**src/rtl/im_boot_ctrl_if.sv**
```systemverilog
// Bundle of the loader handshake, IM write port and status lines of the
// boot sequencer. The master side is the host/debug loader, the slave
// side is the boot controller.
interface im_boot_ctrl_if #(
  parameter int ADDR_W = 8
);
  logic              start;
  logic              in_valid;
  logic [31:0]       in_data;
  logic              in_last;
  logic              in_ready;
  logic              WE;
  logic [31:0]       W_Addr;
  logic [31:0]       W_Ins;
  logic              cpu_rst;
  logic              busy;
  logic              done;
  logic              err_overflow;
  logic [ADDR_W:0]   word_count;

  modport master (
    output start, in_valid, in_data, in_last,
    input  in_ready, WE, W_Addr, W_Ins, cpu_rst, busy, done, err_overflow,
           word_count
  );

  modport slave (
    input  start, in_valid, in_data, in_last,
    output in_ready, WE, W_Addr, W_Ins, cpu_rst, busy, done, err_overflow,
           word_count
  );
endinterface

```
**src/rtl/im_boot_ctrl.sv**
```systemverilog
// Boot-time sequencer: streams instruction words into the IM write port
// while holding the core in reset, then releases the core after a short
// drain delay. Every output comes straight from a register.
module im_boot_ctrl #(
  parameter int DEPTH         = 256,
  parameter int ADDR_W        = 8,
  parameter int RELEASE_DELAY = 4
) (
  input logic           CLK,
  input logic           RST,
  im_boot_ctrl_if.slave bus
);

  localparam int DW = $clog2(RELEASE_DELAY + 1);

  localparam logic [ADDR_W-1:0] AddrOne   = ADDR_W'(1);
  localparam logic [ADDR_W-1:0] AddrLast  = ADDR_W'(DEPTH - 1);
  localparam logic [ADDR_W:0]   CntOne    = (ADDR_W + 1)'(1);
  localparam logic [DW-1:0]     DrainOne  = DW'(1);
  localparam logic [DW-1:0]     DrainLast = DW'(RELEASE_DELAY - 1);

  typedef enum logic [2:0] {
    S_IDLE,
    S_LOAD,
    S_DRAIN,
    S_RUN,
    S_ERR
  } state_t;

  state_t            r_state;
  logic [ADDR_W-1:0] r_addr;
  logic [ADDR_W:0]   r_count;
  logic [DW-1:0]     r_drainCnt;
  logic              r_inReady;
  logic              r_we;
  logic [31:0]       r_wAddr;
  logic [31:0]       r_wIns;
  logic              r_cpuRst;
  logic              r_busy;
  logic              r_done;
  logic              r_err;

  logic w_accept;
  logic w_lastIdx;

  // A word is taken only while the controller advertises ready; the final
  // slot of the memory is where an unterminated image overflows.
  always_comb begin
    w_accept  = bus.in_valid & r_inReady;
    w_lastIdx = (r_addr == AddrLast);
  end

  // Sequencer state, write-port registers and status flags in one process
  // so the outputs always move together with the state.
  always_ff @(posedge CLK or posedge RST) begin
    if (RST) begin
      r_state    <= S_IDLE;
      r_addr     <= '0;
      r_count    <= '0;
      r_drainCnt <= '0;
      r_inReady  <= 1'b0;
      r_we       <= 1'b0;
      r_wAddr    <= '0;
      r_wIns     <= '0;
      r_cpuRst   <= 1'b1;
      r_busy     <= 1'b0;
      r_done     <= 1'b0;
      r_err      <= 1'b0;
    end else begin
      r_we <= 1'b0;
      case (r_state)
        S_IDLE, S_RUN, S_ERR: begin
          if (bus.start) begin
            r_state   <= S_LOAD;
            r_addr    <= '0;
            r_count   <= '0;
            r_inReady <= 1'b1;
            r_cpuRst  <= 1'b1;
            r_busy    <= 1'b1;
            r_done    <= 1'b0;
            r_err     <= 1'b0;
          end
        end
        S_LOAD: begin
          if (w_accept) begin
            r_we    <= 1'b1;
            r_wIns  <= bus.in_data;
            r_wAddr <= 32'({r_addr, 2'b00});
            r_count <= r_count + CntOne;
            if (!w_lastIdx) begin
              r_addr <= r_addr + AddrOne;
            end
            if (bus.in_last) begin
              r_state    <= S_DRAIN;
              r_inReady  <= 1'b0;
              r_drainCnt <= '0;
            end else if (w_lastIdx) begin
              r_state   <= S_ERR;
              r_inReady <= 1'b0;
              r_busy    <= 1'b0;
              r_err     <= 1'b1;
            end
          end
        end
        S_DRAIN: begin
          if (r_drainCnt == DrainLast) begin
            r_state  <= S_RUN;
            r_cpuRst <= 1'b0;
            r_busy   <= 1'b0;
            r_done   <= 1'b1;
          end else begin
            r_drainCnt <= r_drainCnt + DrainOne;
          end
        end
        default: begin
          r_state <= S_IDLE;
        end
      endcase
    end
  end

  // Drive the bundle directly from the registers.
  always_comb begin
    bus.in_ready     = r_inReady;
    bus.WE           = r_we;
    bus.W_Addr       = r_wAddr;
    bus.W_Ins        = r_wIns;
    bus.cpu_rst      = r_cpuRst;
    bus.busy         = r_busy;
    bus.done         = r_done;
    bus.err_overflow = r_err;
    bus.word_count   = r_count;
  end

endmodule
```
**src/flat_wrapper.sv**
```systemverilog
// flat-port wrapper written by rule: the top's interface ports become plain ports
module im_boot_ctrl_flat 
#(
  parameter int DEPTH         = 256,
  parameter int ADDR_W        = 8,
  parameter int RELEASE_DELAY = 4
)
  (CLK, RST, bus_start, bus_in_valid, bus_in_data, bus_in_last, bus_in_ready, bus_WE, bus_W_Addr, bus_W_Ins, bus_cpu_rst, bus_busy, bus_done, bus_err_overflow, bus_word_count);
  im_boot_ctrl_if #(.ADDR_W(ADDR_W)) bus_i ();
  input logic CLK;
  input logic RST;
  input wire logic [$bits(bus_i.start)-1:0] bus_start;
  input wire logic [$bits(bus_i.in_valid)-1:0] bus_in_valid;
  input wire logic [$bits(bus_i.in_data)-1:0] bus_in_data;
  input wire logic [$bits(bus_i.in_last)-1:0] bus_in_last;
  output wire logic [$bits(bus_i.in_ready)-1:0] bus_in_ready;
  output wire logic [$bits(bus_i.WE)-1:0] bus_WE;
  output wire logic [$bits(bus_i.W_Addr)-1:0] bus_W_Addr;
  output wire logic [$bits(bus_i.W_Ins)-1:0] bus_W_Ins;
  output wire logic [$bits(bus_i.cpu_rst)-1:0] bus_cpu_rst;
  output wire logic [$bits(bus_i.busy)-1:0] bus_busy;
  output wire logic [$bits(bus_i.done)-1:0] bus_done;
  output wire logic [$bits(bus_i.err_overflow)-1:0] bus_err_overflow;
  output wire logic [$bits(bus_i.word_count)-1:0] bus_word_count;
  assign bus_i.start = bus_start;
  assign bus_i.in_valid = bus_in_valid;
  assign bus_i.in_data = bus_in_data;
  assign bus_i.in_last = bus_in_last;
  assign bus_in_ready = bus_i.in_ready;
  assign bus_WE = bus_i.WE;
  assign bus_W_Addr = bus_i.W_Addr;
  assign bus_W_Ins = bus_i.W_Ins;
  assign bus_cpu_rst = bus_i.cpu_rst;
  assign bus_busy = bus_i.busy;
  assign bus_done = bus_i.done;
  assign bus_err_overflow = bus_i.err_overflow;
  assign bus_word_count = bus_i.word_count;
  im_boot_ctrl #(.DEPTH(DEPTH), .ADDR_W(ADDR_W), .RELEASE_DELAY(RELEASE_DELAY)) u_core (.CLK(CLK), .RST(RST), .bus(bus_i));
endmodule
```
**config.mk**
```make
export PLATFORM = sky130hd
export DESIGN_NAME = im_boot_ctrl_flat
export DESIGN_NICKNAME = d
export VERILOG_FILES = /design/src/rtl/im_boot_ctrl_if.sv /design/src/rtl/im_boot_ctrl.sv /design/src/flat_wrapper.sv
export SDC_FILE = /design/constraint.sdc
export NUM_CORES = 1
export LEC_CHECK = 0
export BUFFER_PORTS_ARGS = -buffer_cell sky130_fd_sc_hd__buf_2
export CAP_MARGIN = 25
export CORE_MARGIN = 1
export CORE_UTILIZATION = 50
export CTS_BUF_LIST = sky130_fd_sc_hd__clkbuf_8
export DETAILED_ROUTE_END_ITERATION = 12
export GPL_TIMING_DRIVEN = 0
export PLACE_DENSITY_LB_ADDON = 0.05
export REMOVE_ABC_BUFFERS = 1
export SYNTH_ARGS = -nofsm -noshare
export SYNTH_HDL_FRONTEND = slang
export SYNTH_SLANG_ARGS = --single-unit
```
**constraint.sdc**
```tcl
create_clock -name CLK -period 2.7 [get_ports CLK]
set_input_delay 0.54 -clock CLK [delete_from_list [all_inputs] [get_ports CLK]]
set_output_delay 0.54 -clock CLK [all_outputs]
set_load 0.1 [all_outputs]
```
==> run_results.csv, run 1 <==
group,metric,value,unit
grt,grt_pass1_wl,10.3,mm
detailed_routing,first_iter_violations,108,
timing,finalSetupViolCount,0,
yosys,ys_ff_latch,69,
timing,grt_setup_unrepaired,"no",
setup_path,end_kind,"register",
placement,place.gp.congestion,0.773,
yosys,synth_edf_count,0,
cts,clkTransAtPathRegs,0.07,ns
yosys,syn_area,3170,sq um
flow_run,drv_cap,0,
detailed_routing,antenna_left,0,
setup_path,cp.required,2.92,ns
grt,grt_overflow_total,0,
cts,clock_latency,0.33,ns
yosys,synthFlopType,"dfrtp_1",
detailed_routing,finalWirelength,6.34,mm
detailed_routing,wl_per_cell,12.1,um
timing,slew_headroom,0.446,
placement,hpwl,4.24,mm
grt,grt_max_degree,70,
yosys,syn_inst,352,
timing,skew,0.00486,ns
cts,clockBufferDepth,2,
setup_path,critPathArrivalTime,2.63,ns
detailed_routing,via_per_inst,4.95,
min_path,hold_class,"input pin to async pin",
detailed_routing,drtPass1Iterations,4,
floorplanning,pin_count,116,
cts,numCtsBuffers,9,
floorplanning,coreArea,6030,sq um
setup_path,start_kind,"register",
timing,final.period_utilization,0.894,
cts,ctsHoldBuffers,0,
yosys,yosys_warnings,0,
run_status,status,"completed",
timing,worst_slack,0.287,ns
timing,drv_slew,0,
grt,track_usage,0.204,
finish,syn2layout_area_growth,20.9,%
floorplanning,start_util,0.526,
floorplanning,fp.dieW,81.6,um
floorplanning,row_count,28,
detailed_routing,drc_errors,0,
finish,diodes,0,
finish,fin_nets,483,
placement,dp_slack,-0.558,ns
floorplanning,dieArea,6670,sq um
cts,cts_tree,"yes",
finish,drive_gt1_frac,0.255,
setup_path,critical_path_class,"register to register",
grt,grt_pass1_vias,2342,
timing,fmax,0.414,GHz
cts,cts_htree_levels,3,
placement,portBuffers,91,
finish,fin_cells,522,
timing,period_minus_slack,2.41,ns
setup_path,critPathMaxFanout,45,
yosys,ys_seq_area_frac,0.545,
detailed_routing,vias,2586,
yosys,async_flop_share,1.00,
cts,clockRootBuffer,"clkbuf_8",
yosys,synth.distinct_cells,42,
grt,antenna_found_initial,0,
timing,hold_violations,0,
cts,clock-sinks,69,
floorplanning,die_y,81.6,um
placement,dp_cells,506,
yosys,synth_area_per_cell,9.01,sq um
timing,worst_pin_slew,0.832,ns
-- registers in the layout (all words and copies together) (netlist names) --
signal / count
u_core.bus.WE: 1
u_core.bus.W_Addr: 8
u_core.bus.W_Ins: 32
u_core.bus.busy: 1
u_core.bus.cpu_rst: 1
u_core.bus.done: 1
u_core.bus.err_overflow: 1
u_core.bus.in_ready: 1
u_core.bus.word_count: 9
u_core.r_addr: 8
u_core.r_drainCnt: 3
u_core.r_state: 3
-- per-layer routing --
metal	track usage	vias up	share of wire
met2	0.339	77	0.46
met1	0.256	1199	0.46
li1	-	1301	-
met4	0.0930	0	0.015
met5	0	-	0
met3	0.0422	9	0.060
-- placed cells by master (no fill, tap or decap), drive strengths merged, types with 6 or more instances in the layout --
master | Yosys | layout
nand2 | 131 | 131
buf | 30 | 93
dfrtp | 68 | 68
conb | 1 | 24
nor2 | 17 | 17
clkbuf | 7 | 12
o21ai | 11 | 11
a21oi | 10 | 10
nand3 | 7 | 7
inv | 7 | 7
nand4 | 6 | 6
nor3 | 6 | 6
-- area by class of cell --
cell class / count / area [sq um]
clock buffers: 12 / 165
clock inverters: 4 / 45.0
fillers: 561 / 2190
inverters: 8 / 33.8
multi-input cells: 261 / 1280
flip-flops and latches: 69 / 1730
well taps: 75 / 93.8
repair buffers: 93 / 488
-- timing repair --
| item | in CTS | in global routing |
|---|---|---|
| setup endpoints to repair | 44 | 1 |
| gates resized for setup | 3 | 1 |
| setup buffers | 0 | 0 |
| pin swaps | 0 | 0 |
| endpoints found under the hold margin | 0 | 0 |
-- final timing paths --
path                                 startpoint              endpoint  slack (ns)  cells past startpoint
min in group CLK                bus_in_data[10]  u_core.bus.W_Ins[10]        0.39                      3
max                           u_core.r_state[0]      u_core.r_addr[1]        0.29                      6
min reg2reg                u_core.bus.W_Ins[31]  u_core.bus.W_Ins[31]        0.47                      2
min                                         RST  u_core.bus.W_Ins[26]        0.38                      2
max in group asynchronous                   RST         u_core.bus.WE        1.79                      2
max reg2reg                   u_core.r_state[0]      u_core.r_addr[1]        0.29                      6
-- metrics by stage --
stage,hold WS (ns),area (sq um),utilization,setup TNS [ns]
3_5_place_dp,0.458,3610,0.599,-15.51
2_1_floorplan,0.457,3020,-,-22.31
4_1_cts,0.372,3830,0.636,0
3_3_place_gp,0.452,3570,0.593,-106.51
6_report,0.379,3840,0.637,0
5_1_grt,0.391,3840,0.637,0
-- kinds of logic after synthesis --
| family | synth area share |
|---|---|
| xor+xnor | 0.0138 |
| flops | 0.545 |
| fa+ha+maj | 0.0158 |
| compound gates | 0.0884 |
| mux | 0.0126 |
| buf+inv | 0.0840 |
| other cells | 0.00118 |
| simple gates | 0.239 |
-- critical path, stage by stage (launching register included) --
cell and delay [ns]:
dfrtp_1 0.52, nor3b_4 0.25, buf_2 0.19, nand2_4 0.36
clkinv_2 0.42, buf_16 0.29, a32o_1 0.25
-- cell usage after synthesis (all sizes together), types with 2 or more instances --
master    n  area share
a21boi    2      0.0047
a21oi    10       0.016
a22o      4       0.011
a31oi     3      0.0059
a32o      2      0.0063
and2      2      0.0039
buf      30       0.066
clkbuf    7      0.0083
dfrtp    68        0.54
ha        4       0.016
inv       7      0.0083
mux2i     4       0.013
nand2   131        0.16
nand3     7       0.011
nand4     6       0.012
nand4b    2      0.0055
nor2     17       0.020
nor3      6      0.0095
nor4      2      0.0039
o21ai    11       0.017
o22ai     3      0.0059
or3       2      0.0039
or3b      2      0.0055
xnor2     3      0.0083
xor2      2      0.0055
Power of run 1 is not shown: default switching activity piles up to over one toggle a cycle in this logic, so the estimate is an artifact.
==> inputs of run 2 (changes only) <==
Settings changed: PLACE_DENSITY from default to 0.81, PLACE_DENSITY_LB_ADDON 0.05 to default, SLEW_MARGIN from default to 20.
==> run 2 against run 1 <==
  * First-iteration DRC count rose by 17%
  * Critical path depth is 1 lower
  * Register-to-register slack better by 0.09 ns
  * Hold slack worse by 0.21 ns
  * Final cell count is 0.19% lower
  * Clock skew grew 0.0023 ns
  * Global-route usage up 0.41 points
  * Clock-buffer cell count shrank 2
==> run_results.csv, run 2 (synthesis gave the netlist of run 1 again) <==
group,metric,value,unit
run_status,status,"completed",
finish,syn2layout_area_growth,20.4,%
finish,diodes,0,
finish,fin_nets,482,
setup_path,critPathArrivalTime,2.55,ns
setup_path,setup.worst_path.start,"u_core.r_state[0]",
detailed_routing,antenna_left,0,
finish,drive_gt1_frac,0.249,
floorplanning,start_util,0.526,
grt,grt_overflow_total,0,
timing,grt_setup_unrepaired,"no",
finish,multi_input_area,1280,sq um
floorplanning,pin_count,116,
setup_path,cp.required,2.93,ns
cts,clockRootBuffer,"clkbuf_8",
placement,portBuffers,91,
timing,slew_headroom,0.650,
grt,antenna_found_initial,0,
timing,skew,0.00721,ns
cts,clock_latency,0.34,ns
cts,numCtsBuffers,9,
detailed_routing,via_per_inst,4.99,
detailed_routing,drc_errors,0,
floorplanning,coreArea,6030,sq um
setup_path,critical_path_class,"register to register",
placement,place.gp.congestion,0.840,
cts,cts_setup_buffers,0,
grt,track_usage,0.208,
detailed_routing,first_iter_violations,126,
detailed_routing,vias,2600,
grt,grt_pass1_wl,10.6,mm
placement,dp_slack,-0.322,ns
floorplanning,fp.dieW,81.6,um
finish,fin_util,0.634,
detailed_routing,drtPass1Iterations,4,
min_path,hold_class,"input pin to async pin",
flow_run,drv_cap,0,
timing,final.period_utilization,0.862,
setup_path,reg2reg_depth,5,
placement,place_area,3610,sq um
timing,worst_slack,0.372,ns
timing,period_minus_slack,2.33,ns
timing,worst_pin_slew,0.524,ns
cts,cts_htree_levels,3,
floorplanning,row_count,28,
finish,nFillCells,519,
finish,regArea,1730,sq um
cts,cts_tree,"yes",
finish,layout_commonest_cell,"nand2_1",
timing,fmax,0.430,GHz
finish,fin_area,3820,sq um
finish,largest_register_ffs,32,
grt,grt_max_degree,46,
cts,clock-sinks,69,
floorplanning,dieArea,6670,sq um
setup_path,start_kind,"register",
timing,hold_violations,0,
detailed_routing,finalWirelength,6.46,mm
timing,drv_slew,0,
setup_path,r2r-start,"u_core.r_state[0]",
timing,finalSetupViolCount,0,
placement,hpwl,4.42,mm
cts,clkTransAtPathRegs,0.07,ns
setup_path,critPathMaxFanout,45,
floorplanning,die_y,81.6,um
grt,grt_pass1_vias,2347,
cts,post_cts_resized,2,
cts,clockBufferDepth,2,
detailed_routing,wl_per_cell,12.4,um
setup_path,end_kind,"register",
cts,ctsHoldBuffers,0,
finish,final_cell_mix,"nand2_1, buf_2, dfrtp_1",
run 2: changes by cell type in the layout (fill, tap and decap cells not counted):
cell,change
clkinv_4,+1
clkinv_2,-2
inv_1,+2
buf_2,-1
clkbuf_8,-2
clkinvlp_4,+1
run 2: stage by stage:
stage                     hold slack (ns)  setup TNS [ns]  instances
final                               0.164               0        521
after global routing                0.184               0        521
after CTS                           0.160               0        521
after detailed placement            0.457           -6.72        505
after global placement              0.452          -92.03        504
after floorplan                     0.457          -22.31        338
run 2: routing by layer:
| metal | up-vias | track usage | routed length (um) |
|---|---|---|---|
| li1 | 1293 | - | - |
| met1 | 1191 | 0.256 | 2930 |
| met2 | 105 | 0.347 | 2960 |
| met3 | 11 | 0.0444 | 462 |
| met4 | 0 | 0.104 | 100 |
| met5 | - | 0 | 0 |
run 2: critical path: stages (launching register included):
cell,delay (ns)
dfrtp_1,0.57
nor3b_4,0.55
nand2_4,0.41
clkinv_4,0.38
o21ai_0,0.15
o21a_1,0.12
run 2: final timing paths:
| check | to | slack [ns] |
|---|---|---|
| hold reg to reg | u_core.bus.W_Ins[2] | 0.47 |
| hold / removal | u_core.bus.W_Ins[14] | 0.16 |
| min in group CLK | u_core.bus.W_Ins[14] | 0.39 |
| max in group asynchronous | u_core.bus.cpu_rst | 1.95 |
| setup / recovery | u_core.bus.in_ready | 0.37 |
| setup reg to reg | u_core.bus.in_ready | 0.37 |
run 2: cell type report:
type,count,area share
clock inverter,6,0.0144
sequential,69,0.453
multi-input combinational,261,0.336
inverter,8,0.00983
timing repair buffer,92,0.127
clock buffer,10,0.0361
tap,75,0.0246
Power of run 2 is left out for the same reason.
